`src/rtl/cmp_pkg.sv`:
```
// Shared definitions for the serial magnitude comparator.
//   state_e : controller FSM states
//   RES_*   : result encoding, packed as {gt, eq, lt}
package cmp_pkg;

    typedef enum logic [1:0] {
        IDLE = 2'd0,
        RUN  = 2'd1,
        DONE = 2'd2
    } state_e;

    localparam logic [2:0] RES_NONE = 3'b000;
    localparam logic [2:0] RES_GT   = 3'b100;
    localparam logic [2:0] RES_EQ   = 3'b010;
    localparam logic [2:0] RES_LT   = 3'b001;

endpackage

```
`src/rtl/cmp2_slice.sv`:
```
// Combinational 2-bit magnitude comparator slice, written in gate form.
//   a1,a0 : operand A chunk (a1 = MSB)
//   b1,b0 : operand B chunk
//   gt/eq/lt : one-hot compare result of A1A0 vs B1B0
module cmp2_slice (
    input  logic a1,
    input  logic a0,
    input  logic b1,
    input  logic b0,
    output logic gt,
    output logic eq,
    output logic lt
);
    logic w_x1;
    logic w_x0;

    // XNOR per bit: high when the bit pair matches
    assign w_x1 = ~(a1 ^ b1);
    assign w_x0 = ~(a0 ^ b0);

    assign gt = (a1 & ~b1) | (w_x1 & a0 & ~b0);
    assign lt = (~a1 & b1) | (w_x1 & ~a0 & b0);
    assign eq = w_x1 & w_x0;
endmodule

```
`src/rtl/serial_mag_compare_ctrl.sv`:
```
// Serial magnitude comparator: walks two WIDTH-bit operands through one
// shared 2-bit compare slice, MSB chunk first, stopping on the first
// unequal chunk.
//   clk, rst_n      : clock, async active-low reset
//   start, a, b     : request + operands (sampled on accept only)
//   clear           : synchronous abort, wins over start
//   busy            : high while comparing
//   done            : one-cycle pulse when a result is written
//   res_valid       : result fields valid, held until next accept/clear
//   gt, eq, lt      : one-hot result when res_valid
//   steps           : chunks examined for the held result
module serial_mag_compare_ctrl
    import cmp_pkg::*;
#(
    parameter  int WIDTH  = 8,
    localparam int NCHUNK = WIDTH / 2,
    localparam int CW     = $clog2(NCHUNK + 1)
) (
    input  logic             clk,
    input  logic             rst_n,
    input  logic             start,
    input  logic [WIDTH-1:0] a,
    input  logic [WIDTH-1:0] b,
    input  logic             clear,
    output logic             busy,
    output logic             done,
    output logic             res_valid,
    output logic             gt,
    output logic             eq,
    output logic             lt,
    output logic [CW-1:0]    steps
);
    localparam int IW = (NCHUNK > 1) ? $clog2(NCHUNK) : 1;

    if (WIDTH < 2 || (WIDTH % 2) != 0) begin : g_bad_width
        $error("serial_mag_compare_ctrl: WIDTH must be even and >= 2");
    end

    state_e           r_state;
    logic [WIDTH-1:0] r_op_a;
    logic [WIDTH-1:0] r_op_b;
    logic [IW-1:0]    r_idx;
    logic [CW-1:0]    r_cnt;
    logic             r_done;
    logic             r_valid;
    logic [2:0]       r_res;
    logic [CW-1:0]    r_steps;

    // Chunked views of the operands so the slice mux is a plain index
    logic [NCHUNK-1:0][1:0] w_ca;
    logic [NCHUNK-1:0][1:0] w_cb;
    logic [1:0]             w_a2;
    logic [1:0]             w_b2;
    logic                   w_gt;
    logic                   w_eq;
    logic                   w_lt;

    assign w_ca = r_op_a;
    assign w_cb = r_op_b;
    assign w_a2 = w_ca[r_idx];
    assign w_b2 = w_cb[r_idx];

    cmp2_slice u_slice (
        .a1 (w_a2[1]),
        .a0 (w_a2[0]),
        .b1 (w_b2[1]),
        .b0 (w_b2[0]),
        .gt (w_gt),
        .eq (w_eq),
        .lt (w_lt)
    );

    always_ff @(posedge clk or negedge rst_n) begin
        if (!rst_n) begin
            r_state <= IDLE;
            r_op_a  <= '0;
            r_op_b  <= '0;
            r_idx   <= '0;
            r_cnt   <= '0;
            r_done  <= 1'b0;
            r_valid <= 1'b0;
            r_res   <= RES_NONE;
            r_steps <= '0;
        end else begin
            r_done <= 1'b0;
            if (clear) begin
                r_state <= IDLE;
                r_valid <= 1'b0;
                r_res   <= RES_NONE;
                r_steps <= '0;
            end else begin
                case (r_state)
                    // DONE accepts a new request directly, giving back-to-back operation
                    IDLE, DONE: begin
                        if (start) begin
                            r_op_a  <= a;
                            r_op_b  <= b;
                            r_idx   <= IW'(NCHUNK - 1);
                            r_cnt   <= '0;
                            r_valid <= 1'b0;
                            r_res   <= RES_NONE;
                            r_steps <= '0;
                            r_state <= RUN;
                        end else begin
                            r_state <= IDLE;
                        end
                    end
                    RUN: begin
                        if (!w_eq) begin
                            r_res   <= w_gt ? RES_GT : RES_LT;
                            r_steps <= r_cnt + 1'b1;
                            r_valid <= 1'b1;
                            r_done  <= 1'b1;
                            r_state <= DONE;
                        end else if (r_idx == '0) begin
                            r_res   <= RES_EQ;
                            r_steps <= CW'(NCHUNK);
                            r_valid <= 1'b1;
                            r_done  <= 1'b1;
                            r_state <= DONE;
                        end else begin
                            r_idx <= r_idx - 1'b1;
                            r_cnt <= r_cnt + 1'b1;
                        end
                    end
                    default: r_state <= IDLE;
                endcase
            end
        end
    end

    // w_lt is implied by !w_eq && !w_gt; kept for the slice's full interface
    logic w_unused;
    assign w_unused = w_lt;

    assign busy      = (r_state == RUN);
    assign done      = r_done;
    assign res_valid = r_valid;
    assign gt        = r_res[2];
    assign eq        = r_res[1];
    assign lt        = r_res[0];
    assign steps     = r_steps;
endmodule

```
`config.mk`:
```
export PLATFORM = sky130hd
export DESIGN_NAME = serial_mag_compare_ctrl
export DESIGN_NICKNAME = d
export VERILOG_FILES = /design/src/rtl/cmp_pkg.sv /design/src/rtl/cmp2_slice.sv /design/src/rtl/serial_mag_compare_ctrl.sv
export SDC_FILE = /design/constraint.sdc
export NUM_CORES = 1
export LEC_CHECK = 0
export CAP_MARGIN = 20
export CORE_MARGIN = 5
export CORE_UTILIZATION = 35
export CTS_BUF_LIST = sky130_fd_sc_hd__clkbuf_8 sky130_fd_sc_hd__clkbuf_16
export DETAILED_ROUTE_END_ITERATION = 6
export MAX_ROUTING_LAYER = met4
export PLACE_DENSITY_LB_ADDON = 0.3
export SYNTH_ARGS = -nofsm -noshare
export SYNTH_HDL_FRONTEND = slang
export SYNTH_SLANG_ARGS = --single-unit
```
`constraint.sdc`:
```
create_clock -name clk -period 4.4 [get_ports clk]
set_clock_uncertainty 0.15 [all_clocks]
set_input_delay 0.88 -clock clk [delete_from_list [all_inputs] [get_ports clk]]
set_output_delay 0.88 -clock clk [all_outputs]
set_load 0.005 [all_outputs]
```
==> reports/qor.csv, run 1 <==
stage,metric,value,unit
setup_path,crit_fanout,6,
sta,period_needed,2.87,ns
power,switchingPower,0.000307,W
hold_path,min_from,steps[2],
floorplan,fp-row-count,24,
setup_path,reg2reg_to,r_cnt[2],
outcome,status,completed,
sta,fin_setup_tns,0,ns
setup_path,critPathMaxStageDelay,0.58,ns
logic_synthesis,syn-num-nets,136,
power,internal-power,0.000658,W
cells_and_area,nFillCells,395,
logic_synthesis,yosysUniqueCellTypes,37,
power,ir_worst_vdd,0.000170,V
route,wl,3050,um
hold_path,hold_path_depth,1,
sta,finalWorstSetupSlack,1.53,ns
cells_and_area,nets,169,
flow_run,drv_cap,0,
grt,antenna_found_initial,0,
cts,cts_buffers,5,
sta,slew_violations,0,
setup_path,cp_data_arrival_time,2.89,ns
setup_path,path_cells,mux4_1 -> ha_1 -> nor2b_1 -> nor2b_1 -> a21oi_1 -> a221o_1,
grt,grtUsageTotal,12.1,%
sta,hold_viol,0,
route,vias,1010,
setup_path,cp_data_required_time,4.42,ns
sta,max_slew_margin,71.5,%
power,pwr-share-seq,41.4,%
logic_synthesis,synth-edff-count,0,
route,drtIter0Drc,90,
power,p_per_area,492,nW/um2
cts,clk_pin_slew,0.07,ns
logic_synthesis,yosysMostFrequentCell,dfrtp_1,
logic_synthesis,synthCells,113,
placement,dp_hpwl,2260,um
grt,grt_overflow_total,0,
power,p_sw_share,31.8,%
setup_path,worstSetupPathType,register to register,
logic_synthesis,synth_flop_cell,dfrtp_1,
logic_synthesis,ys.warnings.count,0,
cells_and_area,final_cells,198,
sta,setup_viol,0,
cts,post-cts-setup-buffer-count,0,
sta,timing_worst_slew_pin_value,0.426,ns
setup_path,r2r_cells,6,
cts,holdBufCountCts,0,
power,power_frac_comb,35.6,%
logic_synthesis,synthArstFlopShare,100,%
route,routedWlPerCell,15.4,um
sta,rsz0062_at_grt,false,
route,dr.pass1.iters,4,
setup_path,path_delay_family,simple AND/OR/NAND/NOR gates,
logic_synthesis,yosysTopAreaCell,dfrtp_1,
floorplan,die_y,76.2,um
grt,grt_pass1_vias,1159,
placement,routabilityCongestion,0.834,
setup_path,rr_startpoint,r_idx[0],
floorplan,fp.dieW,76.2,um
logic_synthesis,synthTopCellsByArea,"dfrtp_1 51%, mux2_2 12%, mux4_1 8.6%",
cells_and_area,syn_to_final_growth,27.9,%
grt,grt_pass1_wl,5460,um
floorplan,ios,29,
setup_path,critPathMostFrequentCell,nor2b_1,
route,drtAntennaViolNets,0,
grt,grt_max_degree,32,
floorplan,initial_utilization,35.7,%
placement,dpl_cell_area,1870,um2
floorplan,core_area,4290,um2
cts,worstSkewPairLatency,0.28,ns
power,leakage,0.863,nW
cts,post_cts_resize_count,0,
route,routed_via_density,5.10,
cts,root_buffer,clkbuf_8,
cts,clock-sinks,31,
placement,pre_cts_slack,1.49,ns
cts,cts_buffer_depth,2,
hold_path,holdPathEnd,steps[2],
cts,cts_tree,built,
placement,dpl.cell_count,191,
sta,fin_crit_sh,65.3,%
setup_path,crit_slowest_cell,mux4_1,
hold_path,min_path_type,register to register,
setup_path,end_kind,register,
cells_and_area,final_area,1960,um2
floorplan,die_area,5810,um2
cts,htreeDepth,2,
logic_synthesis,ys_seq_area_share,50.6,%
sta,fmax,348,MHz
cells_and_area,antenna-diode-count,0,
logic_synthesis,syn-cell-area,1530,um2
logic_synthesis,synthTopCellsByCount,"31 x dfrtp_1, 16 x mux2_2, 6 x inv_1",
logic_synthesis,avgSynthCellArea,13.6,um2
logic_synthesis,synth-seq-cells,31,
cells_and_area,regArea,776,um2
cells_and_area,drive_gt1_share,21.2,%
logic_synthesis,synth_top_area_share,50.6,%
power,power_frac_clock,23.0,%
route,drc,0,
cells_and_area,multi_input_area,712,um2
setup_path,reg2reg_slack,1.53,ns
sta,hold-worst-slack,0.353,ns
placement,io_buffers,28,
setup_path,crit_buf_inv,0,
setup_path,worstSetupStartpointType,register,
power by group through the flow:
stage               logic [W]  registers (W)  clock network [W]
detailed placement   0.000344       0.000406                  0
global placement     0.000334       0.000404                  0
CTS                  0.000346       0.000401           0.000232
finish               0.000343       0.000400           0.000222
floorplan            0.000268       0.000385                  0
global route         0.000382       0.000411           0.000244
flip-flops by register name (all words and copies together), names as in the netlist:
signal / count
steps: 3
r_op_b: 8
done: 1
r_cnt: 3
r_op_a: 8
r_idx: 2
r_res: 3
r_state: 2
res_valid: 1
per-stage QoR:
stage	total power (W)	util, %
after global placement	0.000737	43.6
final	0.000965	45.7
after detailed placement	0.000750	43.6
after global routing	0.00104	45.7
after CTS	0.000979	45.7
after floorplan	0.000654	-
worst max path at each step:
stage | from | endpoint | slack (ns) | depth (start not counted)
after global placement | clear | r_cnt[2] | 1.56 | 5
after floorplan | r_idx[0] | r_cnt[2] | 1.76 | 7
after global routing | r_idx[0] | r_cnt[2] | 1.37 | 6
after CTS | r_idx[0] | r_cnt[2] | 1.53 | 6
after detailed placement | clear | r_cnt[2] | 1.49 | 5
final | r_idx[0] | r_cnt[2] | 1.53 | 6
logic make-up after synthesis:
| family | after synthesis | share of synthesized area [%] |
|---|---|---|
| flops | 31 | 50.6 |
| compound gates | 24 | 11.8 |
| mux | 22 | 21.8 |
| simple gates | 14 | 5.46 |
| buf+inv | 11 | 3.34 |
| xor+xnor | 8 | 4.57 |
| fa+ha+maj | 3 | 2.45 |
layout make-up:
cell class | instances | area share (%)
sequential | 31 | 39.5
tap | 52 | 3.32
timing repair buffer | 30 | 15.1
clock inverter | 1 | 0.255
clock buffer | 6 | 4.21
inverter | 7 | 1.34
multi-input combinational | 71 | 36.3
cells in the final DEF (no fill, tap or decap), types with 3 or more instances in the layout:
cell and count:
dfrtp_1 31, clkdlybuf4s50_1 28, mux2_2 16, inv_1 6, clkbuf_8 6, mux4_1 5
nor2b_1 5, a21oi_1 5, a22o_1 5, xnor2_1 4, xor2_1 4, ha_1 3
routing by layer:
layer  track usage [%]  up-vias  share of wire (%)
met3              4.61        5                5.7
met1              13.9      494                 45
li1                  -      484                  -
met5                 -        -                  0
met2              18.8       27                 47
met4              5.07        0                2.0
(Power assumes the default switching activity.)
==> inputs of run 2 (changes only) <==
==> constraint.sdc (replaced) <==
create_clock -name clk -period 2.36 [get_ports clk]
set_clock_uncertainty 0.15 [all_clocks]
set_input_delay 0.472 -clock clk [delete_from_list [all_inputs] [get_ports clk]]
set_output_delay 0.472 -clock clk [all_outputs]
set_load 0.005 [all_outputs]
==> run 2 against run 1 <==
  * Critical path depth stayed put
  * Sequential share of layout area is 2.2 points lower
  * Clock-buffer cell count is 1 higher
  * First-iteration DRC count is 22% lower
==> reports/qor.csv, run 2 (synthesized netlist as in run 1, its figures left out) <==
stage,metric,value,unit,change
placement,io_buffers,28,,unchanged
cts,clk_pin_slew,0.07,ns,about the same
sta,setup_viol,0,,unchanged
power,internal-power,0.00137,W,was 0.000658 W
cts,root_buffer,clkbuf_8,,unchanged
route,dr.pass1.iters,4,,unchanged
floorplan,ios,29,,unchanged
cts,post-cts-setup-buffer-count,0,,unchanged
power,power_frac_comb,39.8,%,was 35.6%
sta,fin_crit_sh,94.3,%,was 65.3%
route,drtAntennaViolNets,0,,unchanged
setup_path,rr_startpoint,r_idx[0],,unchanged
power,switchingPower,0.000610,W,was 0.000307 W
power,pwr-share-seq,37.5,%,was 41.4%
setup_path,cp_data_arrival_time,2.25,ns,was 2.89 ns
hold_path,min_path_type,register to register,,unchanged
outcome,status,completed,,unchanged
sta,fmax,449,MHz,was 348 MHz
setup_path,path_cells,mux4_2 -> ha_4 -> nor2b_4 -> nor2b_4 -> a21oi_1 -> a221o_1,,was mux4_1 -> ha_1 -> nor2b_1 -> nor2b_1 -> a21oi_1 -> a221o_1
floorplan,fp.dieW,76.2,um,unchanged
cells_and_area,antenna-diode-count,0,,unchanged
cells_and_area,reg_top3,"r_op_a x8, r_op_b x8",,unchanged
cts,worstSkewPairLatency,0.28,ns,about the same
floorplan,die_y,76.2,um,unchanged
grt,grt_pass1_wl,5220,um,was 5460 um
cells_and_area,layout_common_cells,"30 x dfrtp_1, 28 x clkdlybuf4s50_1, 16 x mux2_2",,"was 31 x dfrtp_1, 28 x clkdlybuf4s50_1, 16 x mux2_2"
power,p_sw_share,30.8,%,was 31.8%
power,p_per_area,952,nW/um2,was 492 nW/um2
floorplan,die_area,5810,um2,unchanged
setup_path,cp_data_required_time,2.38,ns,was 4.42 ns
placement,dpl.cell_count,199,,was 191
placement,dp_hpwl,2370,um,was 2260 um
cts,clock-sinks,31,,unchanged
setup_path,critPathMostFrequentCell,nor2b_4,,was nor2b_1
sta,period_needed,2.23,ns,was 2.87 ns
sta,fin_setup_tns,0,ns,unchanged
setup_path,critPathMaxStageDelay,0.53,ns,was 0.58 ns
route,drc,0,,unchanged
sta,slew_violations,0,,unchanged
cells_and_area,nFillCells,386,,was 395
power,total_power,0.00198,W,was 0.000965 W
grt,grtUsageTotal,11.6,%,was 12.1%
route,routedWlPerCell,14.6,um,was 15.4 um
route,vias,1073,,was 1010
cells_and_area,nets,177,,was 169
grt,antenna_found_initial,0,,unchanged
setup_path,worstSetupPathType,register to register,,unchanged
setup_path,end_kind,register,,unchanged
placement,routabilityCongestion,0.874,,was 0.834
cells_and_area,drive_gt1_share,29.7,%,was 21.2%
route,wl,3020,um,was 3050 um
cells_and_area,final_core_util,48.4,%,was 45.7%
grt,grt_pass1_vias,1105,,was 1159
cts,cts_buffer_depth,2,,unchanged
sta,finalWorstSetupSlack,0.135,ns,was 1.53 ns
floorplan,initial_utilization,35.7,%,unchanged
route,drtIter0Drc,70,,was 90
grt,grt_max_degree,32,,unchanged
cts,cts_buffers,5,,unchanged
sta,max_slew_margin,73.5,%,was 71.5%
cts,cts_tree,built,,unchanged
floorplan,fp-row-count,24,,unchanged
setup_path,crit_slowest_cell,mux4_2,,was mux4_1
hold_path,min_from,res_valid,,was steps[2]
floorplan,core_area,4290,um2,unchanged
route,routed_via_density,5.18,,was 5.10
placement,pre_cts_slack,0.0431,ns,was 1.49 ns
cells_and_area,final_cells,207,,was 198
sta,timing_worst_slew_pin_value,0.398,ns,was 0.426 ns
cells_and_area,mostFrequentLayoutCell,dfrtp_1,,unchanged
setup_path,critical_path.startpoint,r_idx[0],,unchanged
cts,htreeDepth,2,,unchanged
power,power_frac_clock,22.8,%,was 23.0%
sta,hold_viol,0,,unchanged
cells_and_area,syn_to_final_growth,35.5,%,was 27.9%
flow_run,drv_cap,0,,unchanged
grt,grt_overflow_total,0,,unchanged
power,leakage,0.912,nW,was 0.863 nW
power,ir_worst_vdd,0.000397,V,was 0.000170 V
sta,rsz0062_at_grt,false,,unchanged
setup_path,crit_fanout,3,,was 6
setup_path,worstSetupStartpointType,register,,unchanged
[run 2: changes by cell type in the layout (fill, tap and decap cells not counted), moves of 2 or more]
cell / delta
mux4_1: -2
nor2b_1: -2
buf_4: +7
nor2b_4: +2
mux4_2: +2
[run 2: worst paths after layout]
path,to,slack (ns),cells past startpoint
max in group asynchronous,r_idx[0],1.32,2
min in group asynchronous,r_res[2],0.44,2
hold reg to reg,res_valid,0.35,1
setup / recovery,r_cnt[2],0.13,6
setup reg to reg,r_cnt[2],0.13,6
hold / removal,res_valid,0.35,1
[run 2: power by group through the flow]
stage               sequential (W)  combinational [W]  clock (W)
finish                    0.000742           0.000787   0.000451
CTS                       0.000740           0.000783   0.000472
floorplan                 0.000719           0.000559          0
detailed placement        0.000751           0.000779          0
global placement          0.000744           0.000764          0
global route              0.000763           0.000858   0.000495
[run 2: layer usage]
metal  share of wire [%]  wire (um)  vias to the layer above  GRT usage (%)
met5                   0          0                        -              -
met1                  44       1310                      527           13.3
met3                 6.7        202                        7           4.61
met2                  48       1440                       35           17.7
met4                 2.0         61                        0           5.24
li1                    -          -                      504              -
[run 2: what timing repair did]
item,CTS,global route
hold buffers,0,0
gates resized for setup,0,4
setup endpoints to repair,0,8
[run 2: critical path: cells and delay by family (launching register included)]
kind	cells	cell delay [ns]
fa+ha+maj	1	0.28
compound gates	2	0.44
flops	1	0.40
simple gates	2	0.30
mux	1	0.53
[run 2: final cells by class]
type	instances	area (um2)	area share (%)
sequential	31	777	37.4
multi-input combinational	71	742	35.7
timing repair buffer	38	368	17.7
clock buffer	7	96.3	4.64
tap	52	65.1	3.13
inverter	7	26.3	1.26
clock inverter	1	3.75	0.181
[run 2: metrics by stage]
stage | hold WS (ns) | cell area [um2]
2_1_floorplan | 0.0264 | 1560
3_3_place_gp | 0.327 | 1970
3_5_place_dp | 0.339 | 1970
4_1_cts | 0.354 | 2070
5_1_grt | 0.367 | 2080
6_report | 0.347 | 2080
